$ cat config.mk
export PLATFORM = sky130hd
export DESIGN_NAME = bcd_down_timer
export DESIGN_NICKNAME = d
export VERILOG_FILES = /design/src/rtl/bcd_down_timer.sv
export SDC_FILE = /design/constraint.sdc
export NUM_CORES = 1
export LEC_CHECK = 0
export CAP_MARGIN = 10
export CELL_PAD_IN_SITES_DETAIL_PLACEMENT = 1
export CELL_PAD_IN_SITES_GLOBAL_PLACEMENT = 1
export CORE_AREA = 2 2 97 90
export CTS_CLUSTER_SIZE = 30
export DETAILED_ROUTE_END_ITERATION = 6
export DIE_AREA = 0 0 99 92
export GPL_ROUTABILITY_DRIVEN = 0
export PLACE_DENSITY = 0.77
export REMOVE_ABC_BUFFERS = 1
export SYNTH_ARGS = -nofsm -noshare
export SYNTH_HDL_FRONTEND = slang
export SYNTH_SLANG_ARGS = --single-unit
$ cat constraint.sdc
create_clock -name clk -period 6.1 [get_ports clk]
set_clock_uncertainty 0.2 [all_clocks]
set_input_delay 1.22 -clock clk [delete_from_list [all_inputs] [get_ports clk]]
set_output_delay 1.22 -clock clk [all_outputs]
set_load 0.01 [all_outputs]
$ cat src/rtl/bcd_down_timer.sv
// bcd_down_timer: MM:SS BCD countdown timer, {min1, min0, sec1, sec0}.
// Preset via load (digits clamped to valid BCD time), counts down at TICK_HZ
// derived from CLK_HZ, and flags expiry on time_out.
// Optional build macro: AUTO_RELOAD_EN. When defined, the last accepted preset
// is kept in a shadow register and reloaded on expiry, with a one-cycle
// time_out pulse.
module bcd_down_timer #(
    parameter int CLK_HZ  = 100000000,
    parameter int TICK_HZ = 1
) (
    input  logic        clk,
    input  logic        init_rst,
    input  logic        rst,
    input  logic        load,
    input  logic [15:0] preset,
    input  logic        start,
    input  logic        pause,
    output logic [15:0] times,
    output logic [15:0] time_out,
    output logic        running
);

    localparam int DIV = CLK_HZ / TICK_HZ;
    localparam int PW  = $clog2(DIV);
    localparam logic [PW-1:0] P_LAST = PW'(DIV - 1);

    typedef enum logic [1:0] {IDLE, RUN, PAUSE, DONE} state_t;

    state_t        r_state, w_state_nx;
    logic [15:0]   r_times, w_times_nx;
    logic [PW-1:0] r_presc, w_presc_nx;
    logic [15:0]   r_time_out;
    logic [15:0]   w_dec;
    logic [15:0]   w_clamped;
    logic          w_reload;
`ifdef AUTO_RELOAD_EN
    logic [15:0]   r_shadow, w_shadow_nx;
`endif

    // Force each digit into its legal range: tens <= 5, units <= 9.
    function automatic logic [15:0] clamp_bcd(input logic [15:0] p);
        logic [3:0] m1, m0, s1, s0;
        m1 = (p[15:12] > 4'd5) ? 4'd5 : p[15:12];
        m0 = (p[11:8]  > 4'd9) ? 4'd9 : p[11:8];
        s1 = (p[7:4]   > 4'd5) ? 4'd5 : p[7:4];
        s0 = (p[3:0]   > 4'd9) ? 4'd9 : p[3:0];
        return {m1, m0, s1, s0};
    endfunction

    // One-second BCD decrement with borrow chain; saturates at 00:00.
    function automatic logic [15:0] bcd_dec(input logic [15:0] t);
        logic [3:0] m1, m0, s1, s0;
        {m1, m0, s1, s0} = t;
        if (t != 16'h0000) begin
            if (s0 != 4'd0) begin
                s0 = s0 - 4'd1;
            end else begin
                s0 = 4'd9;
                if (s1 != 4'd0) begin
                    s1 = s1 - 4'd1;
                end else begin
                    s1 = 4'd5;
                    if (m0 != 4'd0) begin
                        m0 = m0 - 4'd1;
                    end else begin
                        m0 = 4'd9;
                        m1 = m1 - 4'd1;
                    end
                end
            end
        end
        return {m1, m0, s1, s0};
    endfunction

    assign w_dec     = bcd_dec(r_times);
    assign w_clamped = clamp_bcd(preset);

    // Next-state logic; branch order encodes rst > load > pause > start > tick.
    always_comb begin
        w_state_nx  = r_state;
        w_times_nx  = r_times;
        w_presc_nx  = r_presc;
        w_reload    = 1'b0;
`ifdef AUTO_RELOAD_EN
        w_shadow_nx = r_shadow;
`endif
        if (rst) begin
            w_state_nx  = IDLE;
            w_times_nx  = 16'h0000;
            w_presc_nx  = '0;
`ifdef AUTO_RELOAD_EN
            w_shadow_nx = 16'h0000;
`endif
        end else if (load && r_state != RUN) begin
            w_state_nx  = IDLE;
            w_times_nx  = w_clamped;
            w_presc_nx  = '0;
`ifdef AUTO_RELOAD_EN
            w_shadow_nx = w_clamped;
`endif
        end else if (pause && (r_state == RUN || r_state == PAUSE)) begin
            // prescaler held so a resume keeps the partial second
            w_state_nx = PAUSE;
        end else if (start && r_state == IDLE) begin
            w_state_nx = (r_times != 16'h0000) ? RUN : DONE;
            w_presc_nx = '0;
        end else if (start && r_state == PAUSE) begin
            w_state_nx = RUN;
        end else if (r_state == RUN) begin
            if (r_presc == P_LAST) begin
                w_presc_nx = '0;
                w_times_nx = w_dec;
                if (w_dec == 16'h0000) begin
`ifdef AUTO_RELOAD_EN
                    if (r_shadow != 16'h0000) begin
                        w_times_nx = r_shadow;
                        w_reload   = 1'b1;
                    end else begin
                        w_state_nx = DONE;
                    end
`else
                    w_state_nx = DONE;
`endif
                end
            end else begin
                w_presc_nx = r_presc + 1'b1;
            end
        end
    end

    // State registers; time_out tracks the next state so it lines up with DONE.
    always_ff @(posedge clk or negedge init_rst) begin
        if (!init_rst) begin
            r_state    <= IDLE;
            r_times    <= 16'h0000;
            r_presc    <= '0;
            r_time_out <= 16'h0000;
        end else begin
            r_state    <= w_state_nx;
            r_times    <= w_times_nx;
            r_presc    <= w_presc_nx;
            r_time_out <= {16{(w_state_nx == DONE) || w_reload}};
        end
    end

`ifdef AUTO_RELOAD_EN
    // Shadow copy of the last accepted preset for reload on expiry.
    always_ff @(posedge clk or negedge init_rst) begin
        if (!init_rst) r_shadow <= 16'h0000;
        else           r_shadow <= w_shadow_nx;
    end
`endif

    assign times    = r_times;
    assign time_out = r_time_out;
    assign running  = (r_state == RUN);

endmodule

### Word level (Yosys, flattened, before mapping)

Cells that the tools add are included.

* bits in registers: 46
* logic and storage cells: 78

* equal/unequal tests: 9
* mux-type cells: 40
* order comparisons: 4
* reduce and logical (&&, ||, !) cells: 16
* add/subtract/negate cells: 5

Operators by type and width (count)
* $mux 27: 7
* $mux 16: 7
* $mux 4: 17
* $add 27x1->27 const B: 1
* $eq 27x27->1 const B: 1
* $mux 2: 9
* $logic_not 16->1: 1
* $reduce_bool 16->1: 1
* $reduce_bool 4->1: 4
* $sub 4x1->4 const B: 4
* $ne 3x3->1 const B: 3
* $gt 4x3->1 const B: 2
* $gt 4x4->1 const B: 2
* $reduce_bool 3->1: 2
* $reduce_and 5->1: 1
* $eq 2x2->1 const B: 2
* $logic_and 1x1->1: 4
* $ne 4x4->1 const B: 1
* $reduce_and 3->1: 1
* $eq 2x1->1 const B: 1
* $logic_not 2->1: 1
* $ne 2x1->1 const B: 1
* $logic_or 1x1->1: 1

### Logic depth before layout (Yosys ltp)

* depth in word-level cells: 15
* mapped depth: 10
* gate-level depth less buffers: 7

### Worst setup path before layout

No wires, ideal clock.

* path type: input -> register
* from: input port load
* to: register r_presc[13]
* stages on the path: 8
* setup slack: 3051 ps
* arrival: 2717 ps
* data required time: 5768 ps
* path through: nor2b_1 > clkbuf_1 > nor2_1 > and2_1 > clkbuf_1 > nor2_1 > clkbuf_1 > nor2_1

* longest elaborated chain between the ends: 3

RTL lines
* start: declaration: RTL line 14 `input logic load,`
* $logic_and 1x1->1 (*): RTL line 94 `end else if (load && r_state != RUN) begin`
* $ne 4x4->1 (no source line) (tied with other cells)
* $reduce_and 3->1 (no source line) or $mux 27 (tied branches)
* end signal: assignment: RTL line 141 `r_presc <= w_presc_nx;`
* end: declaration: RTL line 31 `logic [PW-1:0] r_presc, w_presc_nx;`

Every way passes the cells marked *; elsewhere a longest branch is shown, timed or not.
A chain may end at the register's enable or synchronous reset.

### Worst setup path after layout

Same ends and word-level chain as after synthesis.

==> results.md <==
- Post-Syn Area: 0.00316 mm²
- CP required: 6050 ps
- Global-route wire length before repair: 15900 µm
- Vias in the first global route: 3138
- Min-delay worst type: flip-flop to flip-flop
- Initial antenna violation count: 0
- Final worst-path cycle share: 66.9%
- Sequential-to-total area share from yosys stat: 36.5%
- Clock sink count: 46
- Setup WS post-layout: 2020 ps
- Detailed placer's ending HPWL: 6960 µm
- Area of the multi-input gates: 0.00178 mm²
- Reg clk slew, reported paths: 90 ps
- Hold-fix buffers, CTS: 0
- Max cap viols: 0
- Crit path capture type: flip-flop
- Max incr delay on CP: 870 ps
- Antenna-violating nets left: 0
- Unique cell type count in the Yosys netlist: 57
- Overflow after GRT: 0
- Unrepaired setup endpoints after global routing: false
- Max Clk Rate: 245 MHz
- Layout Nets: 433
- # rows: 32
- PwrDens: 193 mW/mm²
- Clock root cell: clkbuf_8
- Outcome: completed
- VDD IR max: 83.8 µV
- Min Tclk post-route: 4080 ps
- Mapped Cells: 369
- ANT cells: 0
- Leakage: 0.00133 µW
- CTS tree: built
- Worst-Margin Slew: 1070 ps
- CTS Buf Count: 5
- CTS max path bufs: 2
- Synth Flop Type: dfrtp_1
- Drt pass-1 iters: 6
- Post CTS Setup Buffer Count: 0
- CP max FO: 21
- Fill count: 977
- Via count of the routed design: 3007
- Synth Area per Inst: 8.55 µm²
- Final hold vios: 0
- Die area: 0.00911 mm²
- Area growth, synth to finish: 20.0%
- WP buf/inv: 2
- CP Cell Sequence: clkdlybuf4s50_1, nor2b_1, nor2_1, buf_4, and2_1, nor2_1, nor2_1
- # IOs: 55
- Final setup vio count: 0
- Setup TNS: 0 ps
- Post-synth ARST share: 100%
- Top delay family on crit path: simple AND/OR/NAND/NOR gates
- Critical path's slowest cell: nor2_1
- Core Region: 0.00821 mm²
- Critical path class: primary input to flip-flop
- EDFF count, synth: 0
- Pre-CTS setup slack: 1650 ps
- Register Area: 0.00115 mm²
- Vias per inst: 5.93
- Yosys warns: 0
- Clock Latency Late Sink: 310 ps
- WL per Instance: 18.8 µm
- Routed WL: 9540 µm
- DR iter-0 viols: 62
- Critical Path AT: 4030 ps
- Die height: 92 µm
- Largest net degree at the start of global routing: 47
- Die width: 99 µm
- Htree depth: 2
- #FFs+latches synth: 46
- Cell mode on critical path: nor2_1
- Total power: 730 µW
- CTS resizes: 0
- Final Max Slew Viols: 0
- Initial Utilization: 38.5%
- Relative slew slack: 28.2%
- DRC errors left: 0
- Share of layout cells above drive strength 1: 5.93%
- I/O Buffers: 54
- Setup crit start kind: primary input
- Total global-route track usage: 21.6%
## area by class of cell
| cell class | instances | share of cell area [%] |
|---|---|---|
| Clock buffer | 5 | 1.82 |
| Sequential cell | 46 | 30.4 |
| Clock inverter | 3 | 1.19 |
| Inverter | 15 | 1.49 |
| Timing Repair Buffer | 57 | 14.7 |
| Multi-Input combinational cell | 279 | 47.0 |
| Tap cell | 102 | 3.37 |
## worst paths after layout
check	from	endpoint	slack (ps)	depth (start not counted)
max in group asynchronous	init_rst	r_presc[5]	4470	2
min in group asynchronous	init_rst	times[15]	790	2
worst max-delay path	load	r_presc[13]	2020	7
worst max register to register	r_state[1]	r_presc[13]	2610	8
worst min-delay path	r_presc[26]	r_presc[26]	360	2
worst min register to register	r_presc[26]	r_presc[26]	360	2
## worst register-to-register path: stages (launching register included)
cell,delay [ps]
dfrtp_1,400
inv_1,90
ha_1,290
nor2b_1,710
nor2_1,80
buf_4,240
and2_1,300
nor2_1,870
nor2_1,140
## power by group
group          internal [µW]  switching [µW]  total (µW)  leakage (µW)
registers                313            19.0         332      0.000630
clock network            122             114         236     0.0000504
logic                   68.7            92.6         161      0.000647
total                    504             226         730       0.00133
## metal layers
| layer | vias to the layer above | part of all wire, % | global-route usage (%) | wire [µm] |
|---|---|---|---|---|
| met2 | 58 | 51 | 37.7 | 4860 |
| li1 | 1442 | - | - | - |
| met3 | 10 | 3.3 | 3.96 | 311 |
| met5 | - | 0 | 0 | 0 |
| met4 | 0 | 1.1 | 5.48 | 104 |
| met1 | 1497 | 45 | 27.4 | 4260 |
## per-stage QoR
| stage | utilization [%] | instances | instance area, µm² | hold WS, ps |
|---|---|---|---|---|
| 2_1_floorplan | - | 340 | 2990 | 297 |
| 3_3_place_gp | 44.8 | 499 | 3670 | 321 |
| 3_5_place_dp | 44.8 | 499 | 3670 | 340 |
| 4_1_cts | 46.1 | 507 | 3790 | 365 |
| 5_1_grt | 46.1 | 507 | 3790 | 396 |
| 6_report | 46.1 | 507 | 3790 | 357 |
## cell families (layout without fill, tap and decap cells)
family                   Yosys count  in the layout  share of synthesized area [%]
flip-flops                        46             46                           36.5
buffers and inverters             44             80                           7.13
multiplexers                       5              5                           1.63
adder cells (fa/ha/maj)            7              7                           2.77
AND/OR/NAND/NOR                  155            155                           27.2
XOR/XNOR                          13             13                           3.61
AO/OA/AOI/OAI                     99             99                           21.2
## synth_stat cells, types with 3 or more instances
library cell  number  area, µm²
dfrtp_1           46       1150
nor2_1            37        139
nand2_1           29        109
o21ai_0           24        120
buf_4             16        120
nand3_1           16       80.1
a21oi_1           15       75.1
inv_1             15       56.3
nand4_1           14       87.6
xnor2_1           13        114
clkbuf_1          12       45.0
a211oi_1          11       82.6
o31ai_1           11       82.6
nor3_1            10       50.1
or4_1              9       67.6
ha_1               7       87.6
nor4_1             6       37.5
or3_1              6       37.5
a2111oi_0          4       35.0
a21o_1             4       30.0
mux2i_1            4       40.0
or4_4              4       45.0
a21boi_0           3       22.5
a31oi_1            3       18.8
and4_1             3       26.3
nand2b_1           3       18.8
## sequential cells by signal, summed over array words and instances (netlist names)
name,cells
r_presc,27
r_state,2
times,16
time_out,1
## layout by cell type, fill, tap and decap left out, types with 3 or more instances in the layout
master | Yosys | final
a2111oi_0 | 4 | 4
or4_4 | 4 | 4
nand2b_1 | 3 | 3
clkdlybuf4s50_1 | 0 | 53
o31ai_1 | 11 | 11
a211oi_1 | 11 | 11
inv_1 | 15 | 15
and4_1 | 3 | 3
xnor2_1 | 13 | 13
mux2i_1 | 4 | 4
or3_1 | 6 | 6
a31oi_1 | 3 | 3
a21oi_1 | 15 | 15
o21ai_0 | 24 | 24
or4_1 | 9 | 9
ha_1 | 7 | 7
nand4_1 | 14 | 14
a21boi_0 | 3 | 3
clkbuf_8 | 0 | 5
buf_4 | 16 | 3
nand3_1 | 16 | 16
dfrtp_1 | 46 | 46
a21o_1 | 4 | 4
nor3_1 | 10 | 10
nor2_1 | 37 | 37
nand2_1 | 29 | 29
nor4_1 | 6 | 6
Power figures use the tool's default switching activity.
